==> src/rtl/bitslam_mixer.sv <==
// Two-voice mixer for the bitslam LFSR voices: per-voice volume and mute, master scale,
// then a first-order sigma-delta modulator so one pin carries the mixed level.
module bitslam_mixer #(
  parameter int unsigned VOL_W = 4
) (
  input  logic             clk,
  input  logic             rst,
  input  logic             write_en,
  input  logic [1:0]       addr,
  input  logic [5:0]       data,
  input  logic             voice0_in,
  input  logic             voice1_in,
  output logic [VOL_W:0]   level,
  output logic             dac_out
);

  localparam int unsigned L = VOL_W + 1;
  localparam int unsigned P = 2 * VOL_W + 1;

  typedef enum logic [1:0] {
    REG_VOL0   = 2'd0,
    REG_VOL1   = 2'd1,
    REG_MASTER = 2'd2,
    REG_RSVD   = 2'd3
  } reg_sel_e;

  logic [VOL_W-1:0] vol0;
  logic [VOL_W-1:0] vol1;
  logic [VOL_W-1:0] master;
  logic             mute0;
  logic             mute1;

  logic [L-1:0]     mix;
  logic [L-1:0]     acc;

  logic [L-1:0]     term0;
  logic [L-1:0]     term1;
  logic [L-1:0]     mix_next;
  logic [P-1:0]     product;
  logic [L:0]       dsm_sum;

  // Register file: addr 3 is reserved and leaves every register untouched.
  always_ff @(posedge clk) begin
    if (rst) begin
      vol0   <= '0;
      vol1   <= '0;
      master <= '1;
      mute0  <= 1'b0;
      mute1  <= 1'b0;
    end else if (write_en) begin
      unique case (reg_sel_e'(addr))
        REG_VOL0:   vol0 <= data[VOL_W-1:0];
        REG_VOL1:   vol1 <= data[VOL_W-1:0];
        REG_MASTER: begin
          master <= data[VOL_W-1:0];
          mute0  <= data[4];
          mute1  <= data[5];
        end
        REG_RSVD:   ;
      endcase
    end
  end

  always_comb begin
    term0    = (voice0_in && !mute0) ? L'(vol0) : '0;
    term1    = (voice1_in && !mute1) ? L'(vol1) : '0;
    mix_next = term0 + term1;
    product  = P'(mix) * P'(master);
    dsm_sum  = {1'b0, acc} + {1'b0, level};
  end

  // Carry out of the accumulator is the DAC bit; acc simply wraps.
  always_ff @(posedge clk) begin
    if (rst) begin
      mix     <= '0;
      level   <= '0;
      acc     <= '0;
      dac_out <= 1'b0;
    end else begin
      mix     <= mix_next;
      level   <= product[P-1:VOL_W];
      acc     <= dsm_sum[L-1:0];
      dac_out <= dsm_sum[L];
    end
  end

endmodule
==> config.mk <==
export PLATFORM = sky130hd
export DESIGN_NAME = bitslam_mixer
export DESIGN_NICKNAME = d
export VERILOG_FILES = /design/src/rtl/bitslam_mixer.sv
export SDC_FILE = /design/constraint.sdc
export NUM_CORES = 1
export LEC_CHECK = 0
export CORE_ASPECT_RATIO = 0.9
export CORE_UTILIZATION = 55
export DETAILED_ROUTE_END_ITERATION = 6
export GPL_ROUTABILITY_DRIVEN = 0
export PLACE_DENSITY = 0.78
export SLEW_MARGIN = 20
export SYNTH_ARGS = -nofsm -noshare
export SYNTH_HDL_FRONTEND = slang
export SYNTH_SLANG_ARGS = --single-unit
==> constraint.sdc <==
create_clock -name clk -period 8.3 [get_ports clk]
set_input_delay 1.66 -clock clk [delete_from_list [all_inputs] [get_ports clk]]
set_output_delay 1.66 -clock clk [all_outputs]
set_load 0.01 [all_outputs]
Yosys cells after proc, flatten, opt, wreduce, memory -nomap -nowiden
Index checks and enable logic that the tools add are counted.
{"block": "op_classes", "add_sub_neg": 2, "mul": 1, "eq_ne": 2, "muxes": 2, "n_reduce_logical": 8}
{"operator": "5-bit by 4-bit multiplier with 9-bit output", "n": 1}
{"operator": "4-bit 2-to-1 mux", "n": 2}
{"operator": "5-bit by 5-bit adder with 6-bit output", "n": 1}
{"operator": "2-bit AND reduction", "n": 3}
{"operator": "4-bit by 4-bit adder with 5-bit output", "n": 1}
{"operator": "2-bit by 1-bit equality test with 1-bit output, second input constant", "n": 1}
{"operator": "2-bit equality test, second input constant", "n": 1}
{"operator": "1-bit logical AND", "n": 2}
{"operator": "1-bit logical NOT", "n": 2}
{"operator": "2-bit logical NOT", "n": 1}
{"block": "totals", "reg_bits": 30, "in_bits": 13, "wordCells": 24}

Longest topological paths before layout
Gate-level depths: netlist (run 1).
{"block": "logic_depth", "ltp_word": 4, "ltp_mapped": 11}

Worst setup path before layout (run 1)
OpenSTA, ideal clock, no wires.
{"block": "synth_timing", "kind": "input port to flip-flop", "startpoint": "input voice0_in", "endpoint": "register mix[4]", "setup_ns": 0.071, "t_arrival_ns": 2.859, "slack_ns": 5.370, "path_stages": 8, "path_buffers": 0, "path_cell_list": "nor2b_1 and2_1 ha_1 inv_1 fa_1 nor2b_1 o21ai_0 a21oi_1"}
{"block": "synth_via", "elab_chain_len": 3}
{"item": "start, declared", "line": "11", "text": "input logic voice0_in,"}
{"item": "1-bit logical AND", "line": "65", "text": "term0 = (voice0_in && !mute0) ? L'(vol0) : '0;"}
{"item": "4-bit 2-to-1 mux", "line": "65"}
{"item": "4-bit by 4-bit adder with 5-bit output", "line": "67", "text": "mix_next = term0 + term1;"}
{"item": "end signal, assigned", "line": "80", "text": "mix <= mix_next;"}
{"item": "end, declared", "line": "33", "text": "logic [L-1:0] mix;"}
Every way passes these cells.
A chain may end at the register's enable or synchronous reset.

Worst setup path in the final report (run 1)
Same ends and word-level chain as after synthesis.

==> results of run 1 <==
metrics by stage:
stage                     cells  power (uW)  area (um^2)  setup slack (ns)  hold WS, ns
after CTS                   264         292         2090              5.04        0.493
after global routing        264         302         2090              4.89        0.513
after detailed placement    256         181         2010              4.68        0.471
after global placement      256         180         2010              4.84        0.466
final                       264         289         2090              5.03        0.487
after floorplan             198         169         1780              5.37        0.446
path summary, 6_finish.rpt:
check	endpoint	cells after the start	slack (ns)
min	vol1[3]	2	0.49
max	mix[4]	9	5.03
max reg2reg	level[4]	10	5.24
min reg2reg	vol1[3]	2	0.49
placed cells by master, fill, tap and decap left out, drive strengths merged:
| cell type | n |
|---|---|
| dfxtp | 30 |
| nor2 | 27 |
| inv | 20 |
| ha | 20 |
| clkdlybuf4s50 | 18 |
| and2 | 17 |
| nand2 | 11 |
| nor2b | 9 |
| nor3 | 8 |
| a21oi | 8 |
| clkbuf | 8 |
| fa | 7 |
| mux2i | 6 |
| a211o | 4 |
| nand3 | 3 |
| o21ai | 3 |
| nor3b | 3 |
| a21o | 2 |
| nand3b | 2 |
| o21a | 2 |
| nand4 | 2 |
| mux2 | 2 |
| xor2 | 1 |
| xnor2 | 1 |
| and3 | 1 |
| a221oi | 1 |
| a21boi | 1 |
| and2b | 1 |
| a31oi | 1 |
| o211ai | 1 |
| or3 | 1 |
| buf | 1 |
cells by family (layout without fill, tap and decap cells):
| family | after synthesis | count (layout) | share of synthesized area [%] |
|---|---|---|---|
| fa+ha+maj | 27 | 27 | 21.9 |
| mux | 8 | 8 | 4.64 |
| buf+inv | 23 | 47 | 4.92 |
| compound gates | 23 | 23 | 8.72 |
| simple gates | 85 | 85 | 25.0 |
| flops | 30 | 30 | 33.8 |
| xor+xnor | 2 | 2 | 0.985 |
worst min-delay path: cells and delay by family (launching register included):
kind,cells,cell delay (ns)
AO/OA/AOI/OAI,1,0.06
AND/OR/NAND/NOR,1,0.07
flip-flops,1,0.33
routing by layer:
metal | track usage (%) | up-vias | wire length, um
met3 | 5.81 | 9 | 113
met4 | 11.4 | 0 | 81
met5 | 0 | - | 0
met2 | 37.8 | 26 | 1740
met1 | 29.9 | 663 | 1560
li1 | - | 708 | -
registers in the layout, indices dropped and copies added, names as in the netlist:
register  cells
acc           5
vol1          4
master        4
level         5
mute1         1
mix           5
mute0         1
vol0          4
dac_out       1
layout make-up:
class / count / area (um^2)
multi-input cells: 145 / 1090
fillers: 254 / 981
flip-flops and latches: 30 / 601
repair buffers: 19 / 188
clock buffers: 8 / 78.8
inverters: 20 / 75.1
well taps: 42 / 52.6
synthesized netlist by cell type, types with 2 or more instances:
cell type,instances,area [um^2]
a211o_1,3,26.3
a21o_1,2,15.0
a21oi_1,8,40.0
and2_1,16,100
dfxtp_1,30,601
fa_1,7,140
ha_1,20,250
inv_1,20,75.1
mux2i_1,6,60.1
nand2_1,11,41.3
nand3_1,3,15.0
nand3b_1,2,15.0
nor2_1,27,101
nor2b_1,9,56.3
nor3_1,8,40.0
nor3b_1,2,15.0
o21a_1,2,15.0
o21ai_0,2,10.0
report_power, final:
part / switching (uW) / internal [uW] / total, uW
clock: 53.2 / 57.8 / 111
sequential: 3.29 / 148 / 151
combinational: 13.1 / 13.8 / 26.9
total: 69.6 / 219 / 289
==> results_dict.tcl, run 1 <==
set metrics [dict create \
    arrival_ns 3.55 \
    status "completed" \
    hold_violations 0 \
    antenna_left 0 \
    start_util_pct 58.0 \
    rsz0062_at_grt "false" \
    p_leak_uw 0.000995 \
    clk_latency_ns 0.34 \
    syn-cell-area_mm2 0.00178 \
    initialDrtViolationCount 35 \
    yosysUniqueCellTypes 38 \
    cts_buffers 5 \
    drv_cap 0 \
    synth_nets 238 \
    drive_above_1_share_pct 7.66 \
    finClkSkew_ns 0.00758 \
    post_cts_resize_count 0 \
    hp-class "flop to flop" \
    wirelength_um 3500 \
    vdd_drop_max_uv 102 \
    ios 19 \
    synth-seq-cells 30 \
    critPathLaunch "voice0_in" \
    cts_root_buf "clkbuf_4" \
    slew_violations 0 \
    fin_nets 261 \
    path_cells "clkdlybuf4s50_1 > nor2b_1 > and2_1 > ha_1 > inv_1 > fa_1 > nor2b_1 > o21ai_0 > a21oi_1" \
    syn_to_final_growth_pct 17.2 \
    reg2reg_from "mix[1]" \
    die_area_mm2 0.00347 \
    synth_edf_count 0 \
    cts_hold_buf 0 \
    rows 19 \
    slew_headroom_pct 69.1 \
    drc 0 \
    synth_top_flop_cell "dfxtp_1" \
    cts_tree "yes" \
    overflow 0 \
    dr.pass1.iters 5 \
    core_area_mm2 0.00307 \
    tightest_slew_ns 0.461 \
    setup_tns_ns 0 \
    antenna_found_initial 0 \
    start_kind "input port" \
    critical_path.top_delay_family "simple AND/OR/NAND/NOR gates" \
    period_share_pct 39.4 \
    place_hpwl_um 2660 \
    die_h_um 56.0 \
    synthArstFlopShare_pct 0 \
    yosys_warnings 0 \
    timing.critical_path.buf_inv 2 \
    pwr_density_cell_mw_per_mm2 139 \
    clk_pin_slew_worst_paths_ns 0.10 \
    syn_inst 198 \
    endpoint_kind "flop" \
    wl_per_cell_um 13.3 \
    clkSinkCount 30 \
    track_usage_pct 24.0 \
    avgSynthCellArea_um2 8.99 \
    vias 1406 \
    grt_pass1_wl_um 6010 \
    fin_util_pct 68.0 \
    grt_max_degree 33 \
    cp_slowest_cell "clkdlybuf4s50_1" \
    fin_crit_ns 3.27 \
    htreeDepth 2 \
    post_cts_buffers 0 \
    crit_top_cell "nor2b_1" \
    crit_required_ns 8.58 \
    detail_route.vias_per_cell 5.33 \
    setup_viol 0 \
    die_w_um 62.0 \
    cp_slowest_stage_delay_ns 0.47 \
    path_class "input port to flop" \
    n_antenna_cell 0 \
    grt_pass1_vias 1411 \
    port_buffers 18 \
    ctsLongestPathBuffers 2 \
    path_max_fanout 4 \
    fmax_mhz 306 \
    synth_seq_area_share_pct 33.8 \
    min_from "vol1[3]" \
]
Note: power is estimated with default switching activity, not from simulation.
==> inputs of run 2 (changes only) <==
--- a/config.mk
+++ b/config.mk
@@ -6,10 +6,10 @@
 export NUM_CORES = 1
 export LEC_CHECK = 0
 export CORE_ASPECT_RATIO = 0.9
-export CORE_UTILIZATION = 55
+export CORE_UTILIZATION = 50
 export DETAILED_ROUTE_END_ITERATION = 6
 export GPL_ROUTABILITY_DRIVEN = 0
-export PLACE_DENSITY = 0.78
+export PLACE_DENSITY = 0.75
 export SLEW_MARGIN = 20
 export SYNTH_ARGS = -nofsm -noshare
 export SYNTH_HDL_FRONTEND = slang
==> constraint.sdc (replaced) <==
create_clock -name clk -period 2.9 [get_ports clk]
set_input_delay 0.58 -clock clk [delete_from_list [all_inputs] [get_ports clk]]
set_output_delay 0.58 -clock clk [all_outputs]
set_load 0.01 [all_outputs]
==> results_dict.tcl, run 2 (synthesized netlist as in run 1, its figures left out) <==
set metrics [dict create \
    vias 1388 \
    stdcell_count 274 \
    cts_tree "yes" \
    htreeDepth 2 \
    reg2reg_depth 10 \
    hold_violations 0 \
    final_common_cell "dfxtp_1" \
    drv_cap 0 \
    top_regs "acc: 5 flops, level: 5 flops, mix: 5 flops" \
    reg2reg_to "level[3]" \
    crit_required_ns 3.07 \
    drive_above_1_share_pct 13.9 \
    finClkSkew_ns 0.00378 \
    detail_route.vias_per_cell 5.07 \
    grt_pass1_vias 1339 \
    fin_nets 269 \
    cts_root_buf "clkbuf_8" \
    p_leak_uw 0.00104 \
    slew_violations 0 \
    reg2reg_from "mix[1]" \
    n_antenna_cell 0 \
    top_usage_layer "met2" \
    vdd_drop_max_uv 402 \
    tightest_slew_ns 0.490 \
    start_kind "flop" \
    slew_headroom_pct 67.2 \
    wirelength_um 3410 \
    post_cts_buffers 0 \
    dp.cells 266 \
    syn_to_final_growth_pct 24.7 \
    antenna_left 0 \
    track_usage_pct 20.4 \
    use_met2_pct 31.7 \
    drc 1 \
    antenna_found_initial 0 \
    dr.pass1.iters 6 \
    fmax_mhz 359 \
    p_total_uw 861 \
    cp_slowest_cell "fa_1" \
    critPathLaunch "mix[1]" \
    path_cells "and2_1 > fa_1 > inv_1 > fa_1 > inv_1 > ha_4 > nand3_2 > o21ai_4 > a31oi_4 > mux2_4" \
    layout_common_cells "dfxtp_1, nor2_1, inv_1" \
    die_h_um 58.6 \
    clkSinkCount 30 \
    fin_util_pct 65.7 \
    hp-class "flop to flop" \
    pwr_density_cell_mw_per_mm2 388 \
    clk_latency_ns 0.28 \
    endpoint_kind "flop" \
    period_share_pct 96.1 \
    die_area_mm2 0.00380 \
    rrSetupSlack_ns 0.11 \
    use_met1_pct 28.1 \
    path_max_fanout 4 \
    cts_buffers 5 \
    ios 19 \
    grt_pass1_wl_um 5920 \
    path_class "flop to flop" \
    rows 20 \
    setup.worst_path.end "level[3]" \
    place_hpwl_um 2510 \
    fin_crit_ns 2.79 \
    start_util_pct 52.7 \
    arrival_ns 2.96 \
    grt_max_degree 24 \
    overflow 0 \
    wl_per_cell_um 12.5 \
    initialDrtViolationCount 39 \
    die_w_um 64.9 \
    status "complete, but fails checks" \
    cts_hold_buf 0 \
    port_buffers 18 \
    setup_viol 0 \
    cp_slowest_stage_delay_ns 0.53 \
    violations "DRC" \
    use_met3_pct 4.65 \
    clk_pin_slew_worst_paths_ns 0.06 \
    ctsLongestPathBuffers 2 \
    core_area_mm2 0.00338 \
]
==> run 2: changes by cell type in the layout (fill, tap and decap cells not counted), moves of 2 or more <==
cell | previous run | this run
clkbuf_8 | 3 | 6
ha_1 | 20 | 18
nand2_2 | 0 | 2
buf_4 | 1 | 9
clkbuf_4 | 5 | 0
nand2_1 | 11 | 9
==> run 2: worst min path at each step <==
stage / from / to / slack [ns] / cells after the start
final: vol1[0] / vol1[0] / 0.48 / 2
after global routing: vol1[1] / vol1[1] / 0.51 / 2
after global placement: vol1[0] / vol1[0] / 0.46 / 2
after detailed placement: vol1[2] / vol1[2] / 0.47 / 2
after CTS: vol1[2] / vol1[2] / 0.48 / 2
after floorplan: vol1[0] / vol1[0] / 0.45 / 2
==> run 2: timing repair <==
action / CTS / global route
resized for setup: 1 / 9
pin swaps: 0 / 4
cloned: 0 / 0
setup endpoints to repair: 1 / 4
==> run 2: final cells by class <==
cell class | instances | area, um^2
Clock inverter | 1 | 5.00
Timing Repair Buffer | 27 | 248
Inverter | 20 | 75.1
Clock buffer | 7 | 86.3
Fill cell | 297 | 1160
Sequential cell | 30 | 601
Tap cell | 44 | 55.1
Multi-Input combinational cell | 145 | 1150
==> run 2: where the power goes <==
group	switching, uW	leakage [uW]	internal [uW]
clock	151	0.0000482	191
combinational	42.5	0.000750	45.7
sequential	7.14	0.000243	423
total	201	0.00104	660
==> run 2: per-stage QoR <==
| stage | setup WS (ns) | hold WS [ns] | cell area (um^2) | TNS (ns) |
|---|---|---|---|---|
| detailed placement | -0.00661 | 0.469 | 2070 | -0.00661 |
| global placement | 0.0161 | 0.462 | 2070 | 0 |
| CTS | 0.0385 | 0.485 | 2170 | 0 |
| floorplan | 0.0372 | 0.446 | 1780 | 0 |
| finish | 0.113 | 0.482 | 2220 | 0 |
| global route | -0.0334 | 0.508 | 2220 | -0.0384 |
==> run 2: critical path: cells and delay by family, from the launching register on <==
family / cells / cell delay [ns]
DFF: 1 / 0.31
adders and majority gates: 3 / 1.33
and+or+nand+nor: 2 / 0.27
AOI/OAI and AO/OA: 2 / 0.35
buffers and inverters: 2 / 0.11
muxes: 1 / 0.30
==> run 2: layer usage <==
metal / part of all wire, % / up-vias
met5: 0 / -
met4: 1.3 / 0
met3: 2.3 / 6
met2: 43 / 18
met1: 53 / 642
li1: - / 722
